==> src/rtl/rowdec_pkg.sv <==
// rtl/rowdec_pkg.sv - shared state encodings, mode values and sizing helper for row_decoder_seq
package rowdec_pkg;

  localparam logic [1:0] ST_IDLE = 2'd0;
  localparam logic [1:0] ST_HOLD = 2'd1;
  localparam logic [1:0] ST_SCAN = 2'd2;
  localparam logic [1:0] ST_DONE = 2'd3;

  localparam logic MODE_DIRECT = 1'b0;
  localparam logic MODE_SCAN   = 1'b1;

  // Bits needed to hold values 0..value-1; handy for non-power-of-two row counts.
  function automatic int rowdec_clog2(input int value);
    int result;
    result = 0;
    while ((1 << result) < value) result++;
    return result;
  endfunction

endpackage

==> src/rtl/row_decoder_seq_onehot_decode.sv <==
// rtl/row_decoder_seq_onehot_decode.sv - combinational ADDR_W-to-NUM_ROWS one-hot decoder with in-range flag
module onehot_decode
  import rowdec_pkg::*;
#(
  parameter int ADDR_W   = 3,
  parameter int NUM_ROWS = 8
) (
  input  logic [ADDR_W-1:0]   addr,
  output logic [NUM_ROWS-1:0] sel,
  output logic                in_range
);

  // One extra bit so NUM_ROWS == 2**ADDR_W is representable.
  localparam logic [ADDR_W:0] ROWS_EXT = (ADDR_W + 1)'(NUM_ROWS);

  assign in_range = {1'b0, addr} < ROWS_EXT;

  for (genvar i = 0; i < NUM_ROWS; i++) begin : g_row
    assign sel[i] = in_range & (addr == ADDR_W'(i));
  end

endmodule

==> src/rtl/row_decoder_seq.sv <==
// rtl/row_decoder_seq.sv - registered row-select decoder with direct and scan modes
// Optional ROWDEC_ONEHOT_CHECK_EN adds a sticky onehot_err output.
module row_decoder_seq
  import rowdec_pkg::*;
#(
  parameter int ADDR_W   = 3,
  parameter int NUM_ROWS = 8
) (
  input  logic                clk,
  input  logic                rst_n,
  input  logic                en,
  input  logic                mode,
  input  logic [ADDR_W-1:0]   address,
  input  logic                addr_valid,
  output logic                addr_ready,
  input  logic                scan_start,
  input  logic                row_ack,
  output logic [NUM_ROWS-1:0] row_select,
  output logic                row_valid,
  output logic [ADDR_W-1:0]   row_index,
  output logic                busy,
  output logic                scan_done,
  output logic                range_err
`ifdef ROWDEC_ONEHOT_CHECK_EN
  ,
  output logic                onehot_err
`endif
);

  localparam logic [ADDR_W-1:0] LAST_IDX = ADDR_W'(NUM_ROWS - 1);

  logic [1:0]          state;
  logic [NUM_ROWS-1:0] dec_sel;
  logic                dec_in_range;
  logic                range_err_q;
  logic                scan_done_q;

  onehot_decode #(
    .ADDR_W   (ADDR_W),
    .NUM_ROWS (NUM_ROWS)
  ) u_decode (
    .addr     (address),
    .sel      (dec_sel),
    .in_range (dec_in_range)
  );

  assign addr_ready = rst_n & en & (mode == MODE_DIRECT) & (state == ST_IDLE);
  assign busy       = (state != ST_IDLE);
  // Pulses are masked while stalled and dropped on the stall edge so they never replay.
  assign range_err  = range_err_q & en;
  assign scan_done  = scan_done_q & en;

  always_ff @(posedge clk) begin
    if (!rst_n) begin
      state       <= ST_IDLE;
      row_select  <= '0;
      row_index   <= '0;
      row_valid   <= 1'b0;
      range_err_q <= 1'b0;
      scan_done_q <= 1'b0;
    end else if (!en) begin
      range_err_q <= 1'b0;
      scan_done_q <= 1'b0;
    end else begin
      range_err_q <= 1'b0;
      scan_done_q <= 1'b0;
      case (state)
        ST_IDLE: begin
          if (mode == MODE_DIRECT) begin
            if (addr_valid) begin
              if (dec_in_range) begin
                row_select <= dec_sel;
                row_index  <= address;
                row_valid  <= 1'b1;
                state      <= ST_HOLD;
              end else begin
                range_err_q <= 1'b1;
              end
            end
          end else if (scan_start) begin
            row_select <= NUM_ROWS'(1);
            row_index  <= '0;
            row_valid  <= 1'b1;
            state      <= ST_SCAN;
          end
        end
        ST_HOLD: begin
          if (row_ack) begin
            row_select <= '0;
            row_index  <= '0;
            row_valid  <= 1'b0;
            state      <= ST_IDLE;
          end
        end
        ST_SCAN: begin
          if (row_ack) begin
            // Last-row test comes first, so the index never overflows.
            if (row_index == LAST_IDX) begin
              row_select  <= '0;
              row_index   <= '0;
              row_valid   <= 1'b0;
              scan_done_q <= 1'b1;
              state       <= ST_DONE;
            end else begin
              row_select <= row_select << 1;
              row_index  <= row_index + ADDR_W'(1);
            end
          end
        end
        ST_DONE: state <= ST_IDLE;
        default: state <= ST_IDLE;
      endcase
    end
  end

`ifdef ROWDEC_ONEHOT_CHECK_EN
  localparam int CNT_W = rowdec_clog2(NUM_ROWS + 1);

  logic [CNT_W-1:0] sel_count;

  always_comb begin
    sel_count = '0;
    for (int i = 0; i < NUM_ROWS; i++) sel_count = sel_count + CNT_W'(row_select[i]);
  end

  always_ff @(posedge clk) begin
    if (!rst_n) begin
      onehot_err <= 1'b0;
    end else if (row_valid ? (sel_count != CNT_W'(1)) : (sel_count != '0)) begin
      onehot_err <= 1'b1;
    end
  end
`endif

endmodule
==> config.mk <==
export PLATFORM = sky130hd
export DESIGN_NAME = row_decoder_seq
export DESIGN_NICKNAME = d
export VERILOG_FILES = /design/src/rtl/rowdec_pkg.sv /design/src/rtl/row_decoder_seq_onehot_decode.sv /design/src/rtl/row_decoder_seq.sv
export SDC_FILE = /design/constraint.sdc
export NUM_CORES = 1
export LEC_CHECK = 0
export ABC_AREA = 1
export ABC_CLOCK_PERIOD_IN_PS = 1680
export CORE_MARGIN = 3
export CORE_UTILIZATION = 51
export DETAILED_ROUTE_END_ITERATION = 6
export DONT_BUFFER_PORTS = 1
export PLACE_DENSITY = 0.69
export SKIP_CTS_REPAIR_TIMING = 1
export SYNTH_ARGS = -nofsm -noshare
export SYNTH_HDL_FRONTEND = slang
export SYNTH_SLANG_ARGS = --single-unit
==> constraint.sdc <==
create_clock -name clk -period 1.68 [get_ports clk]
set_clock_uncertainty 0.1 [all_clocks]
set_input_delay 0.336 -clock clk [delete_from_list [all_inputs] [get_ports clk]]
set_output_delay 0.336 -clock clk [all_outputs]
set_load 0.05 [all_outputs]
## After elaboration in Yosys (flattened, before gate mapping)

Index checks and enable logic that the tools add are counted.

| operators by class | value |
|---|---|
| add/subtract/negate cells | 1 |
| eq/ne operators | 16 |
| multiplexer cells | 29 |
| bitwise operators | 5 |
| reduce and logical (&&, ||, !) cells | 8 |

Operator list:

| cell | number |
|---|---|
| two-way mux 8 bit | 6 |
| one-hot mux 8 bit (3 select lines) | 1 |
| two-way mux 3 bit | 6 |
| equality test 3 bit, second input constant | 5 |
| two-way mux 2 bit | 6 |
| AND reduction 6 bit | 2 |
| one-hot mux 3 bit (3 select lines) | 1 |
| one-hot mux 2 bit (4 select lines) | 1 |
| two-way mux 1 bit | 7 |
| AND reduction 7 bit | 1 |
| equality test 3 x 2 -> 1 bit, second input constant | 2 |
| inequality test 2 bit, second input constant | 3 |
| inequality test 3 bit, second input constant | 2 |
| AND 1 bit | 4 |
| equality test 2 bit, second input constant | 2 |
| AND reduction 4 bit | 1 |
| adder 3 x 1 -> 3 bit, second input constant | 1 |
| equality test 3 x 1 -> 1 bit, second input constant | 1 |
| logical NOT 3 bit | 1 |
| one-hot mux 1 bit (3 select lines) | 1 |
| nonzero test 3 bit | 1 |
| equality test 2 x 1 -> 1 bit, second input constant | 1 |
| logical NOT 2 bit | 1 |
| nonzero test 2 bit | 1 |
| NOT 1 bit | 1 |

| word-level totals | value |
|---|---|
| flip-flop bits (word level) | 15 |
| input bits | 10 |
| output and inout bits | 16 |

## Longest topological paths before layout

Gate-level depths: netlist of the first run.

| logic depth | value |
|---|---|
| depth after elaboration | 4 |
| depth in mapped cells | 10 |
| depth with buffers taken out | 10 |

## Modules after synthesis

A second synthesis of the first run with hierarchy kept.

| second synthesis, totals | value |
|---|---|
| cell total of the unflattened synthesis | 186 |
| area, all modules | 1177.4 um^2 |

By module, submodules not included:

| module | instances | cells an instance | area an instance (um^2) | seq. area each (um^2) |
|---|---|---|---|---|
| row_decoder_seq | 1 | 169 | 1109.8 | 320.3 |
| onehot_decode | 1 | 17 | 67.6 | 0.0 |

## Least setup slack after synthesis of the first run

No wires, ideal clock.

| timing path | value |
|---|---|
| kind | register -> output |
| start point | register state[0] |
| end point | output addr_ready |
| arrival | 1.468 ns |
| setup slack | -0.224 ns |
| cell stages (with the launch flop) | 5 |
| buffers on the path | 0 |
| cells stage by stage | dfxtp_1 -> inv_1 -> ha_1 -> nand2_1 -> nor2_1 |

| between the ends | value |
|---|---|
| cells in the longest elaborated chain, start to end | 2 |

Ends and longest elaborated chain:

| item | line | text |
|---|---|---|
| start, declared | row_decoder_seq.sv:32 | `logic [1:0] state;` |
| start signal, assigned | row_decoder_seq.sv:55 | `state <= ST_IDLE;` |
| start signal, assigned | row_decoder_seq.sv:75 | `state <= ST_HOLD;` |
| start signal, assigned | row_decoder_seq.sv:84 | `state <= ST_SCAN;` |
| logical NOT 2 bit | row_decoder_seq.sv:47 | `assign addr_ready = rst_n & en & (mode == MODE_DIRECT) & (state == ST_IDLE);` |
| AND 1 bit | row_decoder_seq.sv:47 |  |
| end, declared | row_decoder_seq.sv:15 | `output logic addr_ready,` |

No other way between the ends.

## Worst setup path after layout of the first run

Ends and elaborated chain as after synthesis.

==> results.toml, run 1 <==
[worst_setup_path]
crit_slowest_cell = "dfxtp_4"
crit_fanout = 6
startpoint_type = "flop"
worstPathArrival_ps = 1230
critPathBufInv = 2
max_stage_delay_ps = 370
required_ps = 1240
critPathKind = "flop to primary output"
crit_chain = "inv_4 -> ha_4 -> nand2_4 -> nor2_4 -> buf_12"
cpLargestDelayFamily = "flip-flops"
endpoint_kind = "primary output"

[die]
coreArea_sq_um = 1800
fp.dieW_um = 50.5
die_height_um = 50.5
rows = 15
pin_count = 26
start_util = 0.560
design.die.area_sq_um = 2550

[grt]
grt_pass1_vias = 917
antenna_found_initial = 0
grt_overflow = 0
grt_use_total = 0.197
grt_start_max_net_pins = 19
grt_pass1_wl_mm = 3.89

[timing]
slew_viol_final = 0
hold_violations = 0
fin_crit_ps = 1660
worstMarginPinSlew_ps = 540
post-route-period-util = 0.991
max_slew_margin = 0.639
finalSetupViolCount = 0
setup_ws_ps = 15.6
rsz0062_at_grt = "true"
fmax_ghz = 0.601

[route]
ant_nets = 0
dr.first_iter.drc_count = 17
vias_per_cell = 5.03
finalWirelength_mm = 2.44
drt_first_pass_iters = 4
drc = 0
via_count = 1031
wl_per_cell_um = 11.9

[cells_and_area]
nets = 198
layout-drive-gt1-share = 0.222
layout_common_cells = "nand2_1 (45), nor2_1 (31), inv_1 (20), buf_4 (13), dfxtp_1 (11)"
fin_area_sq_um = 1260
diodes = 0
syn_to_final_growth_pct = 24.7
final_common_cell = "nand2_1"
n_fill_cell = 179

[clocking]
clkLatencyLatePin_ps = 290
cts_tree = "built"
numCtsBuffers = 3
root_buffer = "clkbuf_4"
htreeDepth = 1
cts.path.max_buffers = 2
cts.clk_slew.worst_paths_ps = 100
clock_sinks = 15

[synthesis]
yosysSeqAreaShare = 0.298
yosys.cell_types.count = 20
syn_area_sq_um = 1010
syn_inst = 163
syn_nets = 180
synth_seq_cells = 15
synth_edf_count = 0
synth_top_flop_cell = "dfxtp_1"
ys_warn_count = 0
synth-async-reset-ratio = 0
synth_area_per_cell_sq_um = 6.19

[power]
switching_share = 0.462
p_switching_uw = 669
p_clk_frac = 0.154
p_int_uw = 778
p_comb_frac = 0.511
p_per_area_nw_per_um2 = 1150
seq_power_share = 0.335
p_leak_uw = 0.000660
vdd_drop_max_mv = 0.593

[placed_design]
port_buffers = 0
place.detailed.hpwl_mm = 1.74
dpl_worst_slack_ps = -27.8
placed_cell_area_sq_um = 1150
gp_congestion = 0.837

[min_path]
hp-class = "input port to flop"

[outcome]
run_status = "finished, final reports clean"

[run]
drv_cap = 0
[through the flow]
| step | TNS (ps) | std cells | power [uW] | utilization | hold slack [ps] |
|---|---|---|---|---|---|
| finish | 0 | 205 | 1450 | 0.698 | 40.9 |
| global route | -375 | 205 | 1540 | 0.698 | 33.4 |
| CTS | -654 | 202 | 1350 | 0.653 | 41.8 |
| detailed placement | -69.8 | 198 | 1120 | 0.638 | 361 |
| global placement | 0 | 198 | 1110 | 0.638 | 353 |
| floorplan | -9.07 | 163 | 957 | - | 349 |
[power by group through the flow]
stage	sequential (uW)	clock (uW)	combinational (uW)
floorplan	603	0	353
global placement	483	0	624
detailed placement	487	0	637
CTS	479	229	642
global route	491	240	811
finish	485	222	739
[path summary, 6_finish.rpt]
kind	startpoint	endpoint	slack, ps	depth (start not counted)
max reg2reg	state[1]	row_select[5]	90	8
max	state[0]	addr_ready	20	5
min	rst_n	state[1]	40	2
min reg2reg	state[1]	state[1]	470	4
[worst reg2reg max path: cells and delay by family (launching register included)]
family / cells / cell delay, ps
and+or+nand+nor: 6 / 720
buffers and inverters: 1 / 140
adders and majority gates: 1 / 200
DFF: 1 / 350
[per-layer routing]
| layer | part of all wire | global-route usage |
|---|---|---|
| met5 | 0 | 0 |
| met4 | 0.013 | 0.0673 |
| met3 | 0.067 | 0.0564 |
| met2 | 0.46 | 0.326 |
| met1 | 0.45 | 0.242 |
[synth_stat cells, types with 2 or more instances]
cell type,number,area share
nand3_1,6,0.030
o21ai_0,10,0.050
nand4_1,4,0.025
nand2_1,48,0.18
nand3b_1,2,0.015
nor2_1,33,0.12
clkbuf_1,2,0.0074
inv_1,23,0.086
ha_1,7,0.087
a21oi_1,4,0.020
dfxtp_1,15,0.30
[cell type report]
class | instances | area, sq um | share of cell area
Tap cell | 25 | 31.3 | 0.0249
Clock buffer | 3 | 22.5 | 0.0179
Inverter | 23 | 91.3 | 0.0726
Timing Repair Buffer | 17 | 160 | 0.127
Multi-Input combinational cell | 121 | 639 | 0.508
Sequential cell | 15 | 308 | 0.245
Clock inverter | 1 | 5.00 | 0.00398
[sequential cells by signal (all words and copies together), names as in the netlist]
signal and count:
scan_done_q 1, state 2, row_select 8, row_index 3
row_valid 1
[logic make-up (layout without fill, tap and decap cells)]
family | Yosys count | in the layout | synth area share
buffers and inverters | 27 | 44 | 0.112
AND/OR/NAND/NOR | 98 | 98 | 0.412
adder cells (fa/ha/maj) | 7 | 7 | 0.0868
other | 1 | 1 | 0.00372
AO/OA/AOI/OAI | 15 | 15 | 0.0881
flip-flops | 15 | 15 | 0.298
(Power assumes the default switching activity.)
==> inputs of run 2 (changes only) <==
--- a/config.mk
+++ b/config.mk
@@ -7,6 +7,7 @@
 export LEC_CHECK = 0
 export ABC_AREA = 1
 export ABC_CLOCK_PERIOD_IN_PS = 1680
+export CAP_MARGIN = 20
 export CORE_MARGIN = 3
 export CORE_UTILIZATION = 51
 export DETAILED_ROUTE_END_ITERATION = 6
==> results of run 2 <==
Same layout as run 1: the final DEF is identical, and so are final timing and power.
==> inputs of run 3 (changes only) <==
--- a/config.mk
+++ b/config.mk
@@ -6,7 +6,6 @@
 export NUM_CORES = 1
 export LEC_CHECK = 0
 export ABC_AREA = 1
-export ABC_CLOCK_PERIOD_IN_PS = 1680
 export CAP_MARGIN = 20
 export CORE_MARGIN = 3
 export CORE_UTILIZATION = 51
==> results of run 3 <==
Same layout as run 1: the final DEF is identical, and so are final timing and power.
